==> config.mk <==
export PLATFORM = sky130hd
export DESIGN_NAME = vga_scan_ctrl
export DESIGN_NICKNAME = d
export VERILOG_FILES = /design/src/rtl/vga_scan_ctrl.sv
export SDC_FILE = /design/constraint.sdc
export NUM_CORES = 1
export LEC_CHECK = 0
export CAP_MARGIN = 30
export CORE_MARGIN = 1
export CORE_UTILIZATION = 35
export DETAILED_ROUTE_END_ITERATION = 12
export GPL_TIMING_DRIVEN = 0
export PLACE_DENSITY = 0.63
export SLEW_MARGIN = 15
export SYNTH_ARGS = -nofsm -noshare
export SYNTH_HDL_FRONTEND = slang
export SYNTH_SLANG_ARGS = --single-unit
export TNS_END_PERCENT = 30
==> constraint.sdc <==
create_clock -name clk -period 2.9 [get_ports clk]
set_clock_uncertainty 0.05 [all_clocks]
set_input_delay 0.58 -clock clk [delete_from_list [all_inputs] [get_ports clk]]
set_output_delay 0.58 -clock clk [all_outputs]
set_load 0.01 [all_outputs]
==> src/rtl/vga_scan_ctrl.sv <==
// vga_scan_ctrl
//   640x480@60 raster scan controller. It runs the screen counters and decodes
//   the active-low syncs and the active-area flag. Inside a centred window it
//   issues render-coordinate fetches for a 2x scaled render image. The syncs
//   and flags are delayed so they line up with the pixels that come back from
//   the framebuffer.
//
// Optional feature macro: VGA_SCAN_BORDER_EN
//   defined   : active pixels outside the render window show BORDER_RGB
//   undefined : those pixels show 0 (BORDER_RGB has no effect)
//
// Ports
//   clk         in   pixel clock
//   rst         in   asynchronous, active-low reset
//   en          in   scan enable (dropping it finishes the current frame)
//   rend_req    out  fetch request; rendx/rendy are valid while it is high
//   rendx       out  render x coordinate
//   rendy       out  render y coordinate
//   rgb_in      in   framebuffer pixel, FETCH_LAT cycles after rend_req
//   rgb_out     out  pixel aligned with the syncs ({b,g,r})
//   hsync_out   out  active-low horizontal sync
//   vsync_out   out  active-low vertical sync
//   de_out      out  active-area flag
//   frame_start out  one-cycle pulse with the first pixel of a frame
//   busy        out  high while scanning (state RUN)
module vga_scan_ctrl #(
  parameter int H_ACTIVE   = 640,
  parameter int H_FP       = 16,
  parameter int H_SYNC     = 96,
  parameter int H_BP       = 48,
  parameter int V_ACTIVE   = 480,
  parameter int V_FP       = 10,
  parameter int V_SYNC     = 2,
  parameter int V_BP       = 33,
  parameter int RCoorBits  = 8,
  parameter int REND_W     = 256,
  parameter int REND_H     = 180,
  parameter int SCALE_LOG2 = 1,
  parameter int X_OFF      = 64,
  parameter int Y_OFF      = 60,
  parameter int FETCH_LAT  = 1,
  parameter int bpc        = 4,
  parameter logic [3*bpc-1:0] BORDER_RGB = '0
) (
  input  logic                 clk,
  input  logic                 rst,
  input  logic                 en,
  output logic                 rend_req,
  output logic [RCoorBits-1:0] rendx,
  output logic [RCoorBits-1:0] rendy,
  input  logic [3*bpc-1:0]     rgb_in,
  output logic [3*bpc-1:0]     rgb_out,
  output logic                 hsync_out,
  output logic                 vsync_out,
  output logic                 de_out,
  output logic                 frame_start,
  output logic                 busy
);

  localparam int PIX_W   = 3 * bpc;
  localparam int H_TOTAL = H_ACTIVE + H_FP + H_SYNC + H_BP;
  localparam int V_TOTAL = V_ACTIVE + V_FP + V_SYNC + V_BP;
  localparam int HC_W    = $clog2(H_TOTAL);
  localparam int VC_W    = $clog2(V_TOTAL);

  localparam logic [HC_W-1:0] H_LAST = HC_W'(H_TOTAL - 1);
  localparam logic [VC_W-1:0] V_LAST = VC_W'(V_TOTAL - 1);

  // Sync pulses cover [BEG, END); the window covers [OFF, OFF + scaled size).
  localparam int HS_BEG = H_ACTIVE + H_FP;
  localparam int HS_END = HS_BEG + H_SYNC;
  localparam int VS_BEG = V_ACTIVE + V_FP;
  localparam int VS_END = VS_BEG + V_SYNC;
  localparam int WX_END = X_OFF + (REND_W << SCALE_LOG2);
  localparam int WY_END = Y_OFF + (REND_H << SCALE_LOG2);

`ifdef VGA_SCAN_BORDER_EN
  localparam logic BORDER_ON = 1'b1;
`else
  localparam logic BORDER_ON = 1'b0;
`endif
  localparam logic [PIX_W-1:0] FILL_RGB = BORDER_ON ? BORDER_RGB : '0;

  typedef enum logic {IDLE, RUN} state_t;

  typedef struct packed {
    logic hs;
    logic vs;
    logic de;
    logic win;
    logic fs;
  } ctl_t;

  localparam ctl_t CTL_BLANK = '{hs: 1'b1, vs: 1'b1, de: 1'b0, win: 1'b0, fs: 1'b0};

  state_t            state;
  logic [HC_W-1:0]   hcount;
  logic [VC_W-1:0]   vcount;
  int                hc;
  int                vc;
  ctl_t              ctl_dec;
  logic [RCoorBits-1:0] rx_dec;
  logic [RCoorBits-1:0] ry_dec;
  // ctl_p[0] lines up with rend_*, ctl_p[FETCH_LAT] lines up with rgb_in.
  ctl_t              ctl_p [0:FETCH_LAT];

  function automatic logic [RCoorBits-1:0] rend_coord(input int pos, input int off);
    return RCoorBits'((pos - off) >> SCALE_LOG2);
  endfunction

  function automatic logic [PIX_W-1:0] pick_pixel(input ctl_t c, input logic [PIX_W-1:0] px);
    if (!c.de)
      return '0;
    else if (c.win)
      return px;
    else
      return FILL_RGB;
  endfunction

  // ---- Scan FSM and counters ----
  // A stop request only takes effect on the last pixel of the frame, so
  // raising en again before then simply keeps the scan running.
  always_ff @(posedge clk or negedge rst) begin
    if (!rst) begin
      state  <= IDLE;
      hcount <= '0;
      vcount <= '0;
    end else begin
      case (state)
        IDLE: begin
          hcount <= '0;
          vcount <= '0;
          if (en) state <= RUN;
        end
        RUN: begin
          if (hcount == H_LAST) begin
            hcount <= '0;
            if (vcount == V_LAST) begin
              vcount <= '0;
              if (!en) state <= IDLE;
            end else begin
              vcount <= vcount + VC_W'(1);
            end
          end else begin
            hcount <= hcount + HC_W'(1);
          end
        end
        default: state <= IDLE;
      endcase
    end
  end

  assign busy = (state == RUN);
  assign hc   = int'(hcount);
  assign vc   = int'(vcount);

  // ---- Stage 0: position decode (blank while idle) ----
  always_comb begin
    ctl_dec = CTL_BLANK;
    rx_dec  = '0;
    ry_dec  = '0;
    if (busy) begin
      ctl_dec.hs  = !(hc >= HS_BEG && hc < HS_END);
      ctl_dec.vs  = !(vc >= VS_BEG && vc < VS_END);
      ctl_dec.de  = (hc < H_ACTIVE) && (vc < V_ACTIVE);
      ctl_dec.win = (hc >= X_OFF) && (hc < WX_END) && (vc >= Y_OFF) && (vc < WY_END);
      ctl_dec.fs  = (hc == 0) && (vc == 0);
      if (ctl_dec.win) begin
        rx_dec = rend_coord(hc, X_OFF);
        ry_dec = rend_coord(vc, Y_OFF);
      end
    end
  end

  // ---- Stage p0 (fetch request) and framebuffer-latency delay line ----
  always_ff @(posedge clk or negedge rst) begin
    if (!rst) begin
      rend_req <= 1'b0;
      rendx    <= '0;
      rendy    <= '0;
      for (int i = 0; i <= FETCH_LAT; i++) ctl_p[i] <= CTL_BLANK;
    end else begin
      rend_req <= ctl_dec.win;
      rendx    <= rx_dec;
      rendy    <= ry_dec;
      ctl_p[0] <= ctl_dec;
      for (int i = 1; i <= FETCH_LAT; i++) ctl_p[i] <= ctl_p[i-1];
    end
  end

  // ---- Output stage: merge returned pixel with aligned syncs ----
  always_ff @(posedge clk or negedge rst) begin
    if (!rst) begin
      hsync_out   <= 1'b1;
      vsync_out   <= 1'b1;
      de_out      <= 1'b0;
      frame_start <= 1'b0;
      rgb_out     <= '0;
    end else begin
      hsync_out   <= ctl_p[FETCH_LAT].hs;
      vsync_out   <= ctl_p[FETCH_LAT].vs;
      de_out      <= ctl_p[FETCH_LAT].de;
      frame_start <= ctl_p[FETCH_LAT].fs;
      rgb_out     <= pick_pixel(ctl_p[FETCH_LAT], rgb_in);
    end
  end

endmodule

==> reports/metrics.yaml <==
clock_network:
  insertion_delay_ns: 0.33
  clockBufferDepth: 2
  path_clk_slew_ns: 0.07
  clock-root-buffer: "clkbuf_8"
  ctsResizeCount: 0
  htree_num_levels: 3
  numCtsBuffers: 9
  post_cts_buffers: 0
  cts_tree: "built"
  postCtsHoldBufs: 0
  cts.sinks: 63
yosys:
  synth_top_area_share: 0.519
  yosysTopAreaCell: "dfrtp_1"
  syn_nets: 283
  synthArstFlopShare: 1.00
  syn_avg_cell_area_sq_um: 10.8
  ys_seq_area_frac: 0.577
  syn_inst: 254
  synth_ff_type: "dfrtp_1"
  synth_edf_count: 0
  synthDistinctLibCells: 41
  yosysMostFrequentCell: "dfrtp_1"
  synth.area.top_cells: "dfrtp_1 52%, ha_1 6.4%, dfstp_2 5.7%"
  yosysWarnings: 0
  synth_commonest_cells: "57 x dfrtp_1, 35 x nor2_1, 22 x nand2_1"
  ys_ff_latch: 63
  netlist_area_sq_um: 2750
placement:
  dpl_cell_area_sq_um: 3350
  detailedPlace.worstSlack_ns: 0.596
  gp_congestion: 0.869
  dp_hpwl_mm: 3.85
  io_buffer_count: 48
  dp.cells: 401
sta:
  finalSetupViolCount: 0
  fin_setup_tns_ns: 0
  rsz0062_at_grt: "false"
  fin_crit_sh: 0.793
  worstMarginPinSlew_ns: 0.750
  max-slew-margin-rel: 0.500
  drv_slew: 0
  setup_slack_ns: 0.602
  hold_slack_ns: 0.265
  hold_viol: 0
  post-route-min-period_ns: 2.30
  clock.fmax_ghz: 0.435
global_routing:
  grt_pass1_vias: 1955
  grt_util_all_layers: 0.148
  grt_antenna_before_repair: 0
  grt_max_degree: 64
  grt-ovfl-total: 0
  grt_first_pass_wirelength_mm: 9.34
worst_setup_path:
  reg2reg_from: "vcount[2]$_DFFE_PN0P_"
  cp_max_fo: 10
  rr_worst_depth: 6
  rrSetupSlack_ns: 0.60
  critical_path_arrival_ns: 2.51
  crit_type: "reg -> reg"
  critPathLaunchType: "flop"
  end_kind: "flop"
  worstPathRequired_ns: 3.11
  timing.rr.end: "rendy[6]$_DFF_PN0_"
pwr:
  p_per_area_nw_per_um2: 571
  total_power_mw: 2.03
  ir_worst_vdd_mv: 0.266
  p_leak_nw: 1.65
final_layout:
  seqCellArea_sq_um: 1580
  multi_input_area_sq_um: 1050
  fillers: 688
  fin_cells: 417
  final_cell_area_sq_um: 3550
  syn_to_final_growth_pct: 29.2
  fin_nets: 342
  drive_gt1_frac: 0.0912
  fin_util: 0.479
  diodes: 0
die:
  start_util: 0.371
  die_y_um: 90.6
  io_pins: 49
  core_sq_um: 7410
  dieArea_sq_um: 8200
  die_w_um: 90.6
  fp-row-count: 31
drt:
  vias: 1961
  drtAntennaViolNets: 0
  drc: 0
  via_per_inst: 4.70
  drt_first_pass_iters: 4
  wl_per_cell_um: 13.0
  wl_mm: 5.42
  first_iter_violations: 103
hold_path:
  hold_path.class: "in -> async"
run_status:
  status: "complete, no violations"
run:
  maxCapViolations: 0
==> layout by cell type (no fill, tap or decap), drive strengths merged, types with 3 or more instances in the layout <==
cell type,count
inv,15
nor2,35
o221ai,3
dfrtp,57
o21ai,3
nand4,5
nand2b,5
buf,6
clkbuf,20
clkdlybuf4s50,47
nor3,5
and3,14
nand2,22
ha,14
a21oi,8
dfstp,6
nor4,4
xnor2,13
nand3,9
==> cell type report <==
class | count | share of cell area
Multi-Input combinational cell | 164 | 0.295
Clock inverter | 3 | 0.0120
Buffer | 12 | 0.0169
Tap cell | 99 | 0.0349
Inverter | 15 | 0.0159
Sequential cell | 63 | 0.446
Clock buffer | 13 | 0.0448
Timing Repair Buffer | 48 | 0.135
==> where the power goes <==
part | internal (mW) | switching, mW
sequential | 0.930 | 0.0637
clock | 0.443 | 0.318
combinational | 0.121 | 0.153
total | 1.49 | 0.535
==> registers in the layout, indices dropped and copies added (netlist names) <==
register	flops
rendy	8
hsync_out	1
vcount	10
rendx	8
busy	1
de_out	1
frame_start	1
hcount	10
rgb_out	12
vsync_out	1
ctl_p	10
==> per-layer routing <==
layer | GRT usage | wire length (um)
met1 | 0.195 | 2550
met2 | 0.225 | 2520
met3 | 0.0295 | 290
met4 | 0.0887 | 59
met5 | 0 | 0
==> critical path, stage by stage (launching register included) <==
cell and delay (ns):
dfrtp_1 0.49, ha_1 0.35, nand3_1 0.24, a221oi_1 0.31, o221ai_1 0.29, clkbuf_1 0.33, nor2_1 0.17
==> worst max-delay path by stage <==
stage / startpoint / endpoint / slack, ns / depth (start not counted)
after floorplan: hcount[6]$_DFF_PN0_ / vcount[4]$_DFFE_PN0P_ / 0.94 / 7
after global placement: rst / vcount[7]$_DFFE_PN0P_ / -0.77 / 1
after detailed placement: vcount[2]$_DFFE_PN0P_ / rendx[4]$_DFF_PN0_ / 0.60 / 6
after CTS: vcount[2]$_DFFE_PN0P_ / rendy[6]$_DFF_PN0_ / 0.56 / 6
after global routing: vcount[2]$_DFFE_PN0P_ / rendy[5]$_DFF_PN0_ / 0.35 / 6
final: vcount[2]$_DFFE_PN0P_ / rendy[6]$_DFF_PN0_ / 0.60 / 6
==> kinds of logic after synthesis <==
logic type                 after synthesis  synth area share
buffers and inverters                   27            0.0424
AOI/OAI and AO/OA                       24            0.0611
xor gates and xnor gates                14            0.0446
DFF                                     63             0.577
adders and majority gates               14            0.0638
and+or+nand+nor                        112             0.211
Note: power is estimated with default switching activity, not from simulation.
